==> src/rtl/tmds_rx_channel.sv <==
// rtl/tmds_rx_channel.sv - TMDS receive channel: symbol decode plus word-alignment FSM.
// Outputs register one cycle after sym; bitslip pulses only from the SLIP state.
module tmds_rx_channel #(
   parameter int MIN_CTRL  = 16,
   parameter int TIMEOUT   = 4096,
   parameter int SLIP_WAIT = 8
) (
   input  logic       clk,
   input  logic       rst,
   input  logic [9:0] sym,
   output logic [7:0] data,
   output logic       de,
   output logic       c0,
   output logic       c1,
   output logic       aligned,
   output logic       bitslip
);

   localparam int RW = $clog2(MIN_CTRL) + 1;
   localparam int TW = $clog2(TIMEOUT) + 1;
   localparam int WW = $clog2(SLIP_WAIT) + 1;

   typedef enum logic [1:0] {SEARCH, SLIP, WAIT, LOCKED} state_t;

   state_t          state_q, state_d;
   logic [RW-1:0]   run_q, run_d;
   logic [TW-1:0]   tmo_q, tmo_d;
   logic [WW-1:0]   wait_q, wait_d;
   logic [7:0]      data_q;
   logic            de_q, c0_q, c1_q, aligned_q, bitslip_q;

   logic            is_ctrl;
   logic [1:0]      ctrl_val;
   logic [7:0]      q_word, dec_byte;
   logic            run_complete, tmo_expired;

   always_comb begin
      is_ctrl  = 1'b1;
      ctrl_val = 2'b00;
      case (sym)
         10'b1101010100: ctrl_val = 2'b00;
         10'b0010101011: ctrl_val = 2'b01;
         10'b0101010100: ctrl_val = 2'b10;
         10'b1010101011: ctrl_val = 2'b11;
         default:        is_ctrl  = 1'b0;
      endcase
   end

   // sym[9] undoes the DC-balance inversion, sym[8] selects XOR vs XNOR chaining
   always_comb begin
      q_word      = sym[9] ? ~sym[7:0] : sym[7:0];
      dec_byte    = '0;
      dec_byte[0] = q_word[0];
      for (int i = 1; i < 8; i++) begin
         dec_byte[i] = sym[8] ? (q_word[i] ^ q_word[i-1]) : ~(q_word[i] ^ q_word[i-1]);
      end
   end

   assign run_complete = is_ctrl && (run_q == RW'(MIN_CTRL - 1));
   assign tmo_expired  = (tmo_q == TW'(TIMEOUT - 1));

   always_comb begin
      state_d = state_q;
      tmo_d   = tmo_q;
      wait_d  = wait_q;
      if (!is_ctrl)
         run_d = '0;
      else if (run_q == RW'(MIN_CTRL))
         run_d = run_q;
      else
         run_d = run_q + RW'(1);

      case (state_q)
         SEARCH: begin
            tmo_d = tmo_q + TW'(1);
            if (run_complete) begin
               state_d = LOCKED;
               tmo_d   = '0;
            end else if (tmo_expired) begin
               state_d = SLIP;
            end
         end
         SLIP: begin
            state_d = WAIT;
            run_d   = '0;
            tmo_d   = '0;
            wait_d  = '0;
         end
         WAIT: begin
            run_d  = '0;
            wait_d = wait_q + WW'(1);
            if (wait_q == WW'(SLIP_WAIT - 1)) begin
               state_d = SEARCH;
               wait_d  = '0;
            end
         end
         LOCKED: begin
            tmo_d = tmo_q + TW'(1);
            // a saturated run_cnt cannot re-complete, so a long run refreshes only once
            if (run_complete) begin
               tmo_d = '0;
            end else if (tmo_expired) begin
               state_d = SEARCH;
               tmo_d   = '0;
               run_d   = '0;
            end
         end
         default: state_d = SEARCH;
      endcase
   end

   always_ff @(posedge clk) begin
      if (rst) begin
         state_q   <= SEARCH;
         run_q     <= '0;
         tmo_q     <= '0;
         wait_q    <= '0;
         data_q    <= '0;
         de_q      <= 1'b0;
         c0_q      <= 1'b0;
         c1_q      <= 1'b0;
         aligned_q <= 1'b0;
         bitslip_q <= 1'b0;
      end else begin
         state_q   <= state_d;
         run_q     <= run_d;
         tmo_q     <= tmo_d;
         wait_q    <= wait_d;
         aligned_q <= (state_d == LOCKED);
         bitslip_q <= (state_d == SLIP);
         if (!aligned_q) begin
            de_q   <= 1'b0;
            data_q <= '0;
         end else if (is_ctrl) begin
            de_q   <= 1'b0;
            data_q <= '0;
            c0_q   <= ctrl_val[0];
            c1_q   <= ctrl_val[1];
         end else begin
            de_q   <= 1'b1;
            data_q <= dec_byte;
         end
      end
   end

   assign data    = data_q;
   assign de      = de_q;
   assign c0      = c0_q;
   assign c1      = c1_q;
   assign aligned = aligned_q;
   assign bitslip = bitslip_q;

endmodule

==> config.mk <==
export PLATFORM = sky130hd
export DESIGN_NAME = tmds_rx_channel
export DESIGN_NICKNAME = d
export VERILOG_FILES = /design/src/rtl/tmds_rx_channel.sv
export SDC_FILE = /design/constraint.sdc
export NUM_CORES = 1
export LEC_CHECK = 0
export BUFFER_PORTS_ARGS = -buffer_cell sky130_fd_sc_hd__buf_4
export CORE_MARGIN = 5
export CORE_UTILIZATION = 51
export DETAILED_ROUTE_END_ITERATION = 8
export PLACE_DENSITY_LB_ADDON = 0.2
export SLEW_MARGIN = 20
export SYNTH_ARGS = -nofsm -noshare
export SYNTH_HDL_FRONTEND = slang
export SYNTH_SLANG_ARGS = --single-unit
==> constraint.sdc <==
create_clock -name clk -period 2.01 [get_ports clk]
set_clock_uncertainty 0.1 [all_clocks]
set_input_delay 0.402 -clock clk [delete_from_list [all_inputs] [get_ports clk]]
set_output_delay 0.402 -clock clk [all_outputs]
set_load 0.05 [all_outputs]
==> results.sh <==
export IMPL_status="complete, no violations"
export IMPL_hold_end="data[2]"
export IMPL_nNetsFinal=299
export IMPL_ys_seq_area_share_pct=37.6
export IMPL_drcViolationCount=0
export IMPL_vias=1600
export IMPL_synthSimpleGateAreaFrac_pct=25.2
export IMPL_yosysTopAreaCellShare_pct=37.6
export IMPL_ioPinCount=25
export IMPL_cts_sinks=37
export IMPL_core_region_area_um2=3690
export IMPL_drive_above_1_share_pct=21.2
export IMPL_avgSynthCellArea_um2=8.63
export IMPL_port_buffers=24
export IMPL_stdcell_count=317
export IMPL_dieArea_um2=5200
export IMPL_die_width_um=72.1
export IMPL_grt_max_degree=14
export IMPL_max_stage_delay_ns=0.50
export IMPL_powerDensity_nw_per_um2=567
export IMPL_p_leak_nw=1.02
export IMPL_cap_violations=0
export IMPL_filler_cell_count=322
export IMPL_met3_usage_pct=4.71
export IMPL_antenna_found_initial=0
export IMPL_yosys_area_share_adder_pct=11.4
export IMPL_hold_depth=3
export IMPL_wl_per_cell_um=12.1
export IMPL_start_util_pct=53.4
export IMPL_critPathMostFrequentCell="nor2_1"
export IMPL_synthTopCellsByArea="dfxtp_1, ha_1, xnor2_1, nor2_1, nand2_1"
export IMPL_reg2regPathDepth=7
export IMPL_clock_fmax_ghz=0.529
export IMPL_report_final_hold_viol_count=0
export IMPL_synth_xor_area_share_pct=10.7
export IMPL_antenna_left=0
export IMPL_whs_ns=0.274
export IMPL_final_setup_viol_count=0
export IMPL_grt_busiest_layer="met2"
export IMPL_max_slew_margin_rel_pct=63.8
export IMPL_grt_usage_pct=16.0
export IMPL_worst_pin_slew_ns=0.538
export IMPL_yosysWarnings=0
export IMPL_hold_start="sym[1]"
export IMPL_cts_buffer_depth=2
export IMPL_multiInputGateArea_um2=1180
export IMPL_gr_usage_met1_pct=20.5
export IMPL_reg2reg_from="state_q[0]"
export IMPL_ir_drop_v=0.000371
export IMPL_synth_nets=258
export IMPL_synth_top_family_by_area="simple AND/OR/NAND/NOR gates"
export IMPL_clock_latency_ns=0.29
export IMPL_gr_total_overflow=0
export IMPL_grt_pass1_vias=1528
export IMPL_drt_iter0_drc=38
export IMPL_critPathLaunchType="flip-flop"
export IMPL_drv_slew=0
export IMPL_cts_buffers=5
export IMPL_min_path_type="in -> reg"
export IMPL_syn_cell_area_um2=1970
export IMPL_clkTransAtPathRegs_ns=0.07
export IMPL_crit_fanout=6
export IMPL_gp_congestion=0.770
export IMPL_htree_num_levels=2
export IMPL_grt_pass1_wl_mm=6.68
export IMPL_via_per_inst=5.05
export IMPL_area_growth_pct=22.8
export IMPL_crit_chain="inv_1 > ha_1 > nor2b_1 > or3b_2 > nor2_1 > xnor2_1 > nor2_1"
export IMPL_die_h_um=72.1
export IMPL_critPathKind="reg -> reg"
export IMPL_hold_buffers=0
export IMPL_crit_arrival_ns=1.97
export IMPL_fin_crit_sh_pct=94.0
export IMPL_worstPathRequired_ns=2.09
export IMPL_root_buffer="clkbuf_8"
export IMPL_grt_met2_usage_pct=25.7
export IMPL_diodes=0
export IMPL_synth_cells=228
export IMPL_regArea_um2=742
export IMPL_wl_mm=3.82
export IMPL_synthMuxAreaShare_pct=1.08
export IMPL_synthDistinctLibCells=39
export IMPL_drt_pass1_iterations=5
export IMPL_synth_compound_area_share_pct=9.60
export IMPL_dpl_cell_count=308
export IMPL_cts_tree="yes"
export IMPL_synth_seq_cells=37
export IMPL_rows=22
export IMPL_yosys_area_top_type="dfxtp_1"
export IMPL_min_period_ns=1.89
export IMPL_dp_hpwl_mm=2.81
export IMPL_r2r_setup_slack_ns=0.12
export IMPL_critPathSlowestCell="or3b_2"
export IMPL_worstReg2RegEnd="tmo_q[12]"
export IMPL_cp_end_kind="flip-flop"
per-stage QoR:
| stage | power, mW | setup TNS (ns) | setup WS, ns | instance area [um^2] | utilization, % |
|---|---|---|---|---|---|
| final | 1.37 | 0 | 0.120 | 2420 | 65.5 |
| after global routing | 1.44 | -0.00483 | -0.00483 | 2420 | 65.5 |
| after detailed placement | 0.870 | 0 | 0.000396 | 2280 | 61.8 |
| after global placement | 0.869 | 0 | 0.0549 | 2280 | 61.8 |
| after floorplan | 0.828 | 0 | 0.0311 | 1970 | - |
| after CTS | 1.39 | 0 | 0.0273 | 2380 | 64.5 |
metal layers:
layer / wire (um) / up-vias
met1: 1830 / 720
met4: 63 / 0
li1: - / 843
met5: 0 / -
met2: 1790 / 31
met3: 147 / 6
cell usage in the layout (no fill, tap or decap), types with 2 or more instances in the layout:
master / count
a21oi_1: 14
a21oi_4: 2
a31oi_1: 2
and3_1: 2
buf_4: 37
clkbuf_8: 6
dfxtp_1: 36
ha_1: 16
inv_1: 18
nand2_1: 21
nand3_1: 12
nand4b_1: 3
nor2_1: 33
nor2b_1: 4
nor3_1: 5
nor3b_1: 2
o21ai_0: 7
xnor2_1: 16
xor2_1: 8
where the power goes:
group,internal [mW],switching (mW)
Sequential,0.738,0.00469
Clock,0.272,0.241
Combinational,0.0594,0.0554
Total,1.07,0.301
flip-flops by register name, summed over array words and instances (netlist names):
signal and cells:
wait_q 4, tmo_q 13, data 8, bitslip 1, c0 1, run_q 5
c1 1, de 1, state_q 2, aligned 1
critical path: cells and delay by family, from the launching register on:
kind / cells / cell delay (ns)
buf+inv: 1 / 0.08
flops: 1 / 0.36
fa+ha+maj: 1 / 0.26
simple gates: 4 / 0.84
xor+xnor: 1 / 0.13
worst max-delay path by stage:
stage / from / end / slack [ns]
floorplan: state_q[0] / tmo_q[12] / 0.03
global placement: run_q[0] / tmo_q[4] / 0.05
detailed placement: run_q[0] / tmo_q[9] / 0.0004
CTS: run_q[0] / tmo_q[9] / 0.03
global route: state_q[0] / tmo_q[10] / -0.005
finish: state_q[0] / tmo_q[12] / 0.12
final cells by class:
| class | count | area share (%) |
|---|---|---|
| well taps | 48 | 2.48 |
| clock buffers | 7 | 3.57 |
| flip-flops and latches | 37 | 30.7 |
| inverters | 18 | 2.80 |
| multi-input cells | 170 | 49.0 |
| repair buffers | 37 | 11.5 |
logic make-up (layout without fill, tap and decap cells):
group	count (synthesis)	after routing
fa+ha+maj	18	18
buf+inv	22	62
compound gates	30	31
mux	2	2
flops	37	37
simple gates	95	95
xor+xnor	24	24
synthesized netlist by cell type:
| master | instances |
|---|---|
| a2111oi_2 | 1 |
| a211oi_1 | 1 |
| a21oi_1 | 14 |
| a21oi_4 | 1 |
| a22oi_1 | 1 |
| a31oi_1 | 2 |
| and2_1 | 1 |
| and3_1 | 3 |
| and4b_1 | 1 |
| buf_4 | 1 |
| clkbuf_1 | 3 |
| dfxtp_1 | 37 |
| ha_1 | 18 |
| inv_1 | 18 |
| mux2_1 | 1 |
| mux2i_1 | 1 |
| nand2_1 | 21 |
| nand2b_1 | 1 |
| nand3_1 | 12 |
| nand3b_1 | 1 |
| nand3b_4 | 1 |
| nand4_1 | 1 |
| nand4_2 | 1 |
| nand4b_1 | 3 |
| nor2_1 | 33 |
| nor2_2 | 1 |
| nor2b_1 | 4 |
| nor3_1 | 5 |
| nor3b_1 | 2 |
| nor4_1 | 1 |
| nor4_4 | 1 |
| o21ai_0 | 7 |
| o22a_1 | 1 |
| o22ai_1 | 1 |
| o32a_1 | 1 |
| or3b_2 | 1 |
| or4_4 | 1 |
| xnor2_1 | 16 |
| xor2_1 | 8 |
what timing repair did:
| item | 4_1_cts | 5_1_grt |
|---|---|---|
| gates cloned | 1 | 0 |
| gates resized for setup | 1 | 6 |
| endpoints found under the setup margin | 10 | 13 |
| pin swaps | 0 | 2 |
| setup buffers | 0 | 1 |
Note: power is estimated with default switching activity, not from simulation.
